## src/rtl/block_raster_reader_if.sv

```systemverilog
`default_nettype none
`timescale 1ns/1ps
// +--------------------------------------------------------------------------+
// | block_raster_reader_if : AXI read address/data handshake bundle           |
// | Rev 1.0                                                                   |
// +--------------------------------------------------------------------------+
interface block_raster_reader_if #(
    parameter int ADDR_WIDTH = 32
);
    logic                  arvalid;
    logic                  arready;
    logic [ADDR_WIDTH-1:0] araddr;
    logic [7:0]            arlen;
    logic [2:0]            arsize;
    logic [1:0]            arburst;
    logic                  rvalid;
    logic                  rready;
    logic                  rlast;

    modport master (
        output arvalid, araddr, arlen, arsize, arburst, rready,
        input  arready, rvalid, rlast
    );

    modport slave (
        input  arvalid, araddr, arlen, arsize, arburst, rready,
        output arready, rvalid, rlast
    );
endinterface
`default_nettype wire

```

## src/rtl/block_raster_reader.sv

```systemverilog
`default_nettype none
`timescale 1ns/1ps
// +--------------------------------------------------------------------------+
// | block_raster_reader : walks a multi-plane frame block by block, issuing   |
// | one AXI INCR burst per block row.                     Rev 1.0             |
// +--------------------------------------------------------------------------+
module block_raster_reader #(
    parameter int ADDR_WIDTH = 32,
    parameter int DATA_WIDTH = 32,
    parameter int BLOCK_SIZE = 8,
    parameter int NUM_CH     = 1
) (
    input  wire logic                  clk,
    input  wire logic                  rst_n,
    input  wire logic                  frame_ready,
    input  wire logic [15:0]           frame_height,
    input  wire logic [15:0]           frame_width,
    input  wire logic [ADDR_WIDTH-1:0] base_addr_in,
    input  wire logic [ADDR_WIDTH-1:0] plane_stride,
    input  wire logic                  consumer_done,
    block_raster_reader_if.master      axi,
    output logic                       pix_valid,
    output logic                       start_of_block,
    output logic                       start_of_frame,
    output logic [1:0]                 ch_idx,
    output logic                       frame_done,
    output logic [ADDR_WIDTH-1:0]      base_addr_out,
    output logic                       busy,
    output logic                       len_err
);
    localparam int                    BPB        = DATA_WIDTH / 8;
    localparam int                    PY_W       = $clog2(BLOCK_SIZE);
    localparam logic [PY_W-1:0]       LAST_PY    = PY_W'(BLOCK_SIZE - 1);
    localparam logic [PY_W:0]         LAST_BEAT  = (PY_W+1)'(BLOCK_SIZE - 1);
    localparam logic [1:0]            LAST_CH    = 2'(NUM_CH - 1);
    localparam logic [ADDR_WIDTH-1:0] C_BLK_STEP = ADDR_WIDTH'(BLOCK_SIZE * BPB);

    typedef enum logic [1:0] {S_IDLE, S_ADDR, S_DATA, S_DONE} state_t;

    state_t                state_q, state_d;
    logic [ADDR_WIDTH-1:0] addr_q, addr_d, blk_q, blk_d, rowb_q, rowb_d, plane_q, plane_d;
    logic [ADDR_WIDTH-1:0] base_q, base_d, stride_q, stride_d, line_q, line_d;
    logic [15:0]           rows_q, rows_d, cols_q, cols_d, brow_q, brow_d, bcol_q, bcol_d;
    logic [PY_W-1:0]       py_q, py_d;
    logic [PY_W:0]         beat_q, beat_d;
    logic [1:0]            ch_q, ch_d;
    logic                  len_err_q, len_err_d, frame_done_q, frame_done_d;

    logic                  w_rready, w_pix;
    logic [15:0]           w_rows, w_cols;
    logic [ADDR_WIDTH-1:0] w_line;

    assign w_rready = (state_q == S_DATA);
    assign w_pix    = axi.rvalid & w_rready;
    assign w_rows   = frame_height >> PY_W;
    assign w_cols   = frame_width >> PY_W;
    assign w_line   = ADDR_WIDTH'(frame_width) * ADDR_WIDTH'(BPB);

    assign axi.arvalid = (state_q == S_ADDR);
    assign axi.araddr  = addr_q;
    assign axi.arlen   = 8'(BLOCK_SIZE - 1);
    assign axi.arsize  = 3'($clog2(BPB));
    assign axi.arburst = 2'b01;
    assign axi.rready  = w_rready;

    assign pix_valid      = w_pix;
    assign start_of_block = w_pix && (beat_q == '0) && (py_q == '0);
    assign start_of_frame = start_of_block && (ch_q == 2'd0) && (brow_q == 16'd0) && (bcol_q == 16'd0);
    assign ch_idx         = ch_q;
    assign frame_done     = frame_done_q;
    assign base_addr_out  = base_q;
    assign busy           = (state_q != S_IDLE);
    assign len_err        = len_err_q;

    always_comb begin
        state_d      = state_q;
        addr_d       = addr_q;
        blk_d        = blk_q;
        rowb_d       = rowb_q;
        plane_d      = plane_q;
        base_d       = base_q;
        stride_d     = stride_q;
        line_d       = line_q;
        rows_d       = rows_q;
        cols_d       = cols_q;
        brow_d       = brow_q;
        bcol_d       = bcol_q;
        py_d         = py_q;
        beat_d       = beat_q;
        ch_d         = ch_q;
        len_err_d    = len_err_q;
        frame_done_d = 1'b0;

        case (state_q)
            S_IDLE: begin
                if (frame_ready) begin
                    base_d    = base_addr_in;
                    stride_d  = plane_stride;
                    line_d    = w_line;
                    rows_d    = w_rows;
                    cols_d    = w_cols;
                    addr_d    = base_addr_in;
                    blk_d     = base_addr_in;
                    rowb_d    = base_addr_in;
                    plane_d   = base_addr_in;
                    brow_d    = '0;
                    bcol_d    = '0;
                    py_d      = '0;
                    beat_d    = '0;
                    ch_d      = '0;
                    len_err_d = 1'b0;
                    state_d   = (w_rows == 16'd0 || w_cols == 16'd0) ? S_DONE : S_ADDR;
                end
            end
            S_ADDR: begin
                if (axi.arready) begin
                    state_d = S_DATA;
                end
            end
            S_DATA: begin
                if (w_pix) begin
                    // Saturate so an over-long burst cannot alias back to beat 0.
                    if (beat_q != '1) begin
                        beat_d = beat_q + (PY_W+1)'(1);
                    end
                    if (beat_q == LAST_BEAT && !axi.rlast) begin
                        len_err_d = 1'b1;
                    end
                    if (axi.rlast) begin
                        if (beat_q != LAST_BEAT) begin
                            len_err_d = 1'b1;
                        end
                        beat_d  = '0;
                        state_d = S_ADDR;
                        // Running bases replace a full address multiply per burst.
                        if (py_q != LAST_PY) begin
                            py_d   = py_q + PY_W'(1);
                            addr_d = addr_q + line_q;
                        end else begin
                            py_d = '0;
                            if (bcol_q != cols_q - 16'd1) begin
                                bcol_d = bcol_q + 16'd1;
                                blk_d  = blk_q + C_BLK_STEP;
                                addr_d = blk_d;
                            end else begin
                                bcol_d = '0;
                                if (brow_q != rows_q - 16'd1) begin
                                    brow_d = brow_q + 16'd1;
                                    rowb_d = rowb_q + (line_q << PY_W);
                                    blk_d  = rowb_d;
                                    addr_d = rowb_d;
                                end else begin
                                    brow_d = '0;
                                    if (ch_q != LAST_CH) begin
                                        ch_d    = ch_q + 2'd1;
                                        plane_d = plane_q + stride_q;
                                        rowb_d  = plane_d;
                                        blk_d   = plane_d;
                                        addr_d  = plane_d;
                                    end else begin
                                        state_d = S_DONE;
                                    end
                                end
                            end
                        end
                    end
                end
            end
            S_DONE: begin
                if (consumer_done) begin
                    state_d      = S_IDLE;
                    frame_done_d = 1'b1;
                end
            end
            default: state_d = S_IDLE;
        endcase
    end

    always_ff @(posedge clk or negedge rst_n) begin
        if (!rst_n) begin
            state_q      <= S_IDLE;
            addr_q       <= '0;
            blk_q        <= '0;
            rowb_q       <= '0;
            plane_q      <= '0;
            base_q       <= '0;
            stride_q     <= '0;
            line_q       <= '0;
            rows_q       <= '0;
            cols_q       <= '0;
            brow_q       <= '0;
            bcol_q       <= '0;
            py_q         <= '0;
            beat_q       <= '0;
            ch_q         <= '0;
            len_err_q    <= 1'b0;
            frame_done_q <= 1'b0;
        end else begin
            state_q      <= state_d;
            addr_q       <= addr_d;
            blk_q        <= blk_d;
            rowb_q       <= rowb_d;
            plane_q      <= plane_d;
            base_q       <= base_d;
            stride_q     <= stride_d;
            line_q       <= line_d;
            rows_q       <= rows_d;
            cols_q       <= cols_d;
            brow_q       <= brow_d;
            bcol_q       <= bcol_d;
            py_q         <= py_d;
            beat_q       <= beat_d;
            ch_q         <= ch_d;
            len_err_q    <= len_err_d;
            frame_done_q <= frame_done_d;
        end
    end
endmodule
`default_nettype wire

```

## src/flat_wrapper.sv

```systemverilog
// flat-port wrapper written by rule: the top's interface ports become plain ports
module block_raster_reader_flat 
#(
    parameter int ADDR_WIDTH = 32,
    parameter int DATA_WIDTH = 32,
    parameter int BLOCK_SIZE = 8,
    parameter int NUM_CH     = 1
)
  (clk, rst_n, frame_ready, frame_height, frame_width, base_addr_in, plane_stride, consumer_done, pix_valid, start_of_block, start_of_frame, ch_idx, frame_done, base_addr_out, busy, len_err, axi_arvalid, axi_araddr, axi_arlen, axi_arsize, axi_arburst, axi_rready, axi_arready, axi_rvalid, axi_rlast);
  block_raster_reader_if #(.ADDR_WIDTH(ADDR_WIDTH)) axi_i ();
  input  wire logic clk;
  input  wire logic rst_n;
  input  wire logic frame_ready;
  input  wire logic [15:0] frame_height;
  input  wire logic [15:0] frame_width;
  input  wire logic [ADDR_WIDTH-1:0] base_addr_in;
  input  wire logic [ADDR_WIDTH-1:0] plane_stride;
  input  wire logic consumer_done;
  output logic pix_valid;
  output logic start_of_block;
  output logic start_of_frame;
  output logic [1:0] ch_idx;
  output logic frame_done;
  output logic [ADDR_WIDTH-1:0] base_addr_out;
  output logic busy;
  output logic len_err;
  output wire logic [$bits(axi_i.arvalid)-1:0] axi_arvalid;
  output wire logic [$bits(axi_i.araddr)-1:0] axi_araddr;
  output wire logic [$bits(axi_i.arlen)-1:0] axi_arlen;
  output wire logic [$bits(axi_i.arsize)-1:0] axi_arsize;
  output wire logic [$bits(axi_i.arburst)-1:0] axi_arburst;
  output wire logic [$bits(axi_i.rready)-1:0] axi_rready;
  input wire logic [$bits(axi_i.arready)-1:0] axi_arready;
  input wire logic [$bits(axi_i.rvalid)-1:0] axi_rvalid;
  input wire logic [$bits(axi_i.rlast)-1:0] axi_rlast;
  assign axi_arvalid = axi_i.arvalid;
  assign axi_araddr = axi_i.araddr;
  assign axi_arlen = axi_i.arlen;
  assign axi_arsize = axi_i.arsize;
  assign axi_arburst = axi_i.arburst;
  assign axi_rready = axi_i.rready;
  assign axi_i.arready = axi_arready;
  assign axi_i.rvalid = axi_rvalid;
  assign axi_i.rlast = axi_rlast;
  block_raster_reader #(.ADDR_WIDTH(ADDR_WIDTH), .DATA_WIDTH(DATA_WIDTH), .BLOCK_SIZE(BLOCK_SIZE), .NUM_CH(NUM_CH)) u_core (.clk(clk), .rst_n(rst_n), .frame_ready(frame_ready), .frame_height(frame_height), .frame_width(frame_width), .base_addr_in(base_addr_in), .plane_stride(plane_stride), .consumer_done(consumer_done), .axi(axi_i), .pix_valid(pix_valid), .start_of_block(start_of_block), .start_of_frame(start_of_frame), .ch_idx(ch_idx), .frame_done(frame_done), .base_addr_out(base_addr_out), .busy(busy), .len_err(len_err));
endmodule
```

## config.mk

```make
export PLATFORM = sky130hd
export DESIGN_NAME = block_raster_reader_flat
export DESIGN_NICKNAME = d
export VERILOG_FILES = /design/src/rtl/block_raster_reader_if.sv /design/src/rtl/block_raster_reader.sv /design/src/flat_wrapper.sv
export SDC_FILE = /design/constraint.sdc
export NUM_CORES = 1
export LEC_CHECK = 0
export CAP_MARGIN = 20
export CORE_MARGIN = 2
export CORE_UTILIZATION = 58
export DETAILED_ROUTE_END_ITERATION = 8
export GPL_ROUTABILITY_DRIVEN = 0
export PLACE_DENSITY_LB_ADDON = 0.08
export SLEW_MARGIN = 20
export SYNTH_ARGS = -nofsm -noshare
export SYNTH_HDL_FRONTEND = slang
export SYNTH_SLANG_ARGS = --single-unit
```

## constraint.sdc

```tcl
create_clock -name clk -period 4.45 [get_ports clk]
set_clock_uncertainty 0.05 [all_clocks]
set_input_delay 0.6675 -clock clk [delete_from_list [all_inputs] [get_ports clk]]
set_output_delay 0.6675 -clock clk [all_outputs]
set_load 0.01 [all_outputs]
```

==> flow_metrics.env <==
export IMPL_ys_flop_type="dfrtp_1"
export IMPL_coreArea_mm2=0.0298
export IMPL_num_rows=63
export IMPL_worstPathRequired_ns=4.90
export IMPL_start_util_pct=59.2
export IMPL_grt_pass1_wl_um=90200
export IMPL_worst_setup_path_end_kind="flop"
export IMPL_fillers=2406
export IMPL_grt_pass1_vias=16600
export IMPL_grt_max_degree=116
export IMPL_pin_count=190
export IMPL_fmax_ghz=0.235
export IMPL_synth_edf_count=0
export IMPL_max_stage_delay_ns=0.66
export IMPL_syn_area_mm2=0.0176
export IMPL_viasPerCell=6.35
export IMPL_finalSetupTns_ns=0
export IMPL_synth_top_area_share_pct=37.8
export IMPL_dieArea_mm2=0.0318
export IMPL_tightest_slew_ns=1.03
export IMPL_clock_latency_ns=0.57
export IMPL_min_period_ns=4.25
export IMPL_yosys_area_share_simple_pct=23.6
export IMPL_final_max_slew_viol_count=0
export IMPL_start_kind="flop"
export IMPL_hold_viol_final=0
export IMPL_cts_buffers=31
export IMPL_first_pass_iters=8
export IMPL_crit_path_cell_trace="inv_1, ha_1, or4b_1, or3_4, a2111oi_4, nand3_1, or4_1, buf_4, nor2_1, a211oi_1, o32ai_1, o21bai_1"
export IMPL_ctsHoldBuffers=0
export IMPL_routedWlPerCell_um=20.9
export IMPL_worstSetupPathType="flop to flop"
export IMPL_crit_slowest_cell="or4_1"
export IMPL_cp_max_fo=34
export IMPL_ys_ff_latch=266
export IMPL_cts_max_level=1
export IMPL_hp_class="input pin to asynchronous set/reset pin"
export IMPL_powerDensity_mw_per_mm2=847
export IMPL_yosys_area_top_type="dfrtp_1"
export IMPL_cts_setup_buffers=0
export IMPL_ys_types=87
export IMPL_via_count=17400
export IMPL_critPathArrivalTime_ns=4.70
export IMPL_async_reset_ff_share_pct=100
export IMPL_cts_clk_slew_worst_paths_ns=0.06
export IMPL_drive_gt1_share_pct=5.91
export IMPL_maxCapViolCount=0
export IMPL_final_cells=2743
export IMPL_synth_xor_area_share_pct=6.16
export IMPL_cts_tree="done"
export IMPL_leakagePower_nw=9.31
export IMPL_rsz0062_at_grt="no"
export IMPL_drc=0
export IMPL_synth_mux_area_share_pct=2.18
export IMPL_dp_cells=2686
export IMPL_clock_sinks=266
export IMPL_path_delay_family="simple AND/OR/NAND/NOR gates"
export IMPL_relSlewSlack_pct=31.0
export IMPL_whs_ns=0.156
export IMPL_die_width_um=178
export IMPL_cts_resized=0
export IMPL_synth_top_cells_by_area="dfrtp_1 (38%), nand2_1 (11%), ha_1 (5.4%)"
export IMPL_synth_top_family_by_area="simple AND/OR/NAND/NOR gates"
export IMPL_antenna_found_initial=0
export IMPL_status="finished, final reports clean"
export IMPL_antenna_cells=0
export IMPL_synth_compound_area_share_pct=20.4
export IMPL_drt_iter0_markers=1908
export IMPL_synthCells=2188
export IMPL_yosysSeqAreaShare_pct=37.8
export IMPL_drt_wl_total_um=57400
export IMPL_overflow=0
export IMPL_nNetsFinal=2511
export IMPL_io_buffers=173
export IMPL_die_y_um=178
export IMPL_clockRootBuffer="clkbuf_16"
export IMPL_synth_avg_cell_area_um2=8.06
export IMPL_ys_warn_count=0
export IMPL_gr_usage_all_layers_pct=36.3
export IMPL_cts_path_max_buffers=3
export IMPL_finalCritPeriodShare_pct=95.6
export IMPL_peakVddDrop_mv=0.457
export IMPL_antenna_left=0
export IMPL_synthToLayoutAreaGrowth_pct=18.4
export IMPL_hpwl_um=41800
export IMPL_total_power_w=0.0177
export IMPL_final_util_pct=70.1
export IMPL_setup_viol_count_final=0
export IMPL_synthAdderAreaFrac_pct=5.73
export IMPL_critPathBufInv=2
-- cell families (layout without fill, tap and decap cells) --
group,Yosys count,after routing
flip-flops,266,266
adder cells (fa/ha/maj),79,79
multiplexers,37,37
AND/OR/NAND/NOR,942,942
AO/OA/AOI/OAI,571,571
XOR/XNOR,124,124
buffers and inverters,167,321
other,2,13
-- layout by cell type (no fill, tap or decap), types with 8 or more instances in the layout --
master	n
a211oi_1	24
a21o_1	28
a21oi_1	145
a31oi_1	35
and2_1	17
and3_1	28
buf_4	43
clkbuf_16	31
clkbuf_8	8
clkdlybuf4s50_1	172
conb_1	13
dfrtp_1	266
ha_1	76
inv_1	40
mux2_2	11
mux2i_1	26
nand2_1	508
nand2b_1	13
nand3_1	53
nand4_1	28
nor2_1	164
nor2b_1	16
nor3_1	41
nor4_1	17
o211ai_1	33
o21a_1	27
o21ai_0	156
o21ai_1	12
o31ai_1	19
or3_1	17
xnor2_1	74
xor2_1	50
-- synth_stat cells, types with 35 or more instances --
cell type and instances:
nor3_1 41, dfrtp_1 266, nor2_1 164, clkbuf_1 86, a31oi_1 35, nand2_1 509, xnor2_1 74, a21oi_1 145
xor2_1 50, nand3_1 53, inv_1 41, o21ai_0 157, ha_1 76
-- area by class of cell --
class | count | area, um2 | share of cell area [%]
Inverter | 42 | 158 | 0.755
Clock inverter | 13 | 179 | 0.857
Clock buffer | 44 | 905 | 4.33
Sequential cell | 266 | 6660 | 31.9
Timing Repair Buffer | 222 | 2180 | 10.4
Tap cell | 390 | 488 | 2.34
Multi-Input combinational cell | 1766 | 10300 | 49.4
-- where the power goes --
part	switching [W]	total [W]	internal (W)
sequential	0.00106	0.00451	0.00345
combinational	0.00634	0.0104	0.00410
clock	0.00109	0.00273	0.00164
total	0.00849	0.0177	0.00919
-- state kept, by name (all words and copies together), names as in the netlist, 4 cells and up --
| signal | count |
|---|---|
| u_core.axi.araddr | 32 |
| u_core.base_addr_out | 32 |
| u_core.bcol_q | 16 |
| u_core.beat_q | 4 |
| u_core.blk_q | 32 |
| u_core.brow_q | 16 |
| u_core.line_q | 15 |
| u_core.plane_q | 32 |
| u_core.rowb_q | 32 |
| u_core.rows_q | 13 |
| u_core.stride_q | 32 |
-- per-stage QoR --
step	setup slack, ns	cell area, um2
floorplan	0.556	17700
global placement	0.347	19800
detailed placement	0.267	19800
CTS	0.259	20900
global route	0.0268	20900
finish	0.195	20900
-- worst paths after layout --
kind	start	end	slack, ns	depth (start not counted)
setup reg to reg	u_core.line_q[5]	u_core.axi.araddr[20]	0.20	12
min in group clk	u_core.base_addr_out[1]	u_core.base_addr_out[1]	0.42	2
hold reg to reg	u_core.base_addr_out[1]	u_core.base_addr_out[1]	0.42	2
max in group asynchronous	rst_n	u_core.blk_q[17]	3.25	2
hold / removal	rst_n	u_core.rows_q[12]	0.16	1
setup / recovery	u_core.line_q[5]	u_core.axi.araddr[20]	0.20	12
-- per-layer routing --
layer  track usage, %  vias to the layer above  share of wire (%)
met5                0                        -                  0
li1                 -                     7945                  -
met4             19.3                        0                6.1
met1             49.5                     8317                 41
met3             4.24                      214                7.8
met2             56.8                      931                 45
Note: power is estimated with default switching activity, not from simulation.
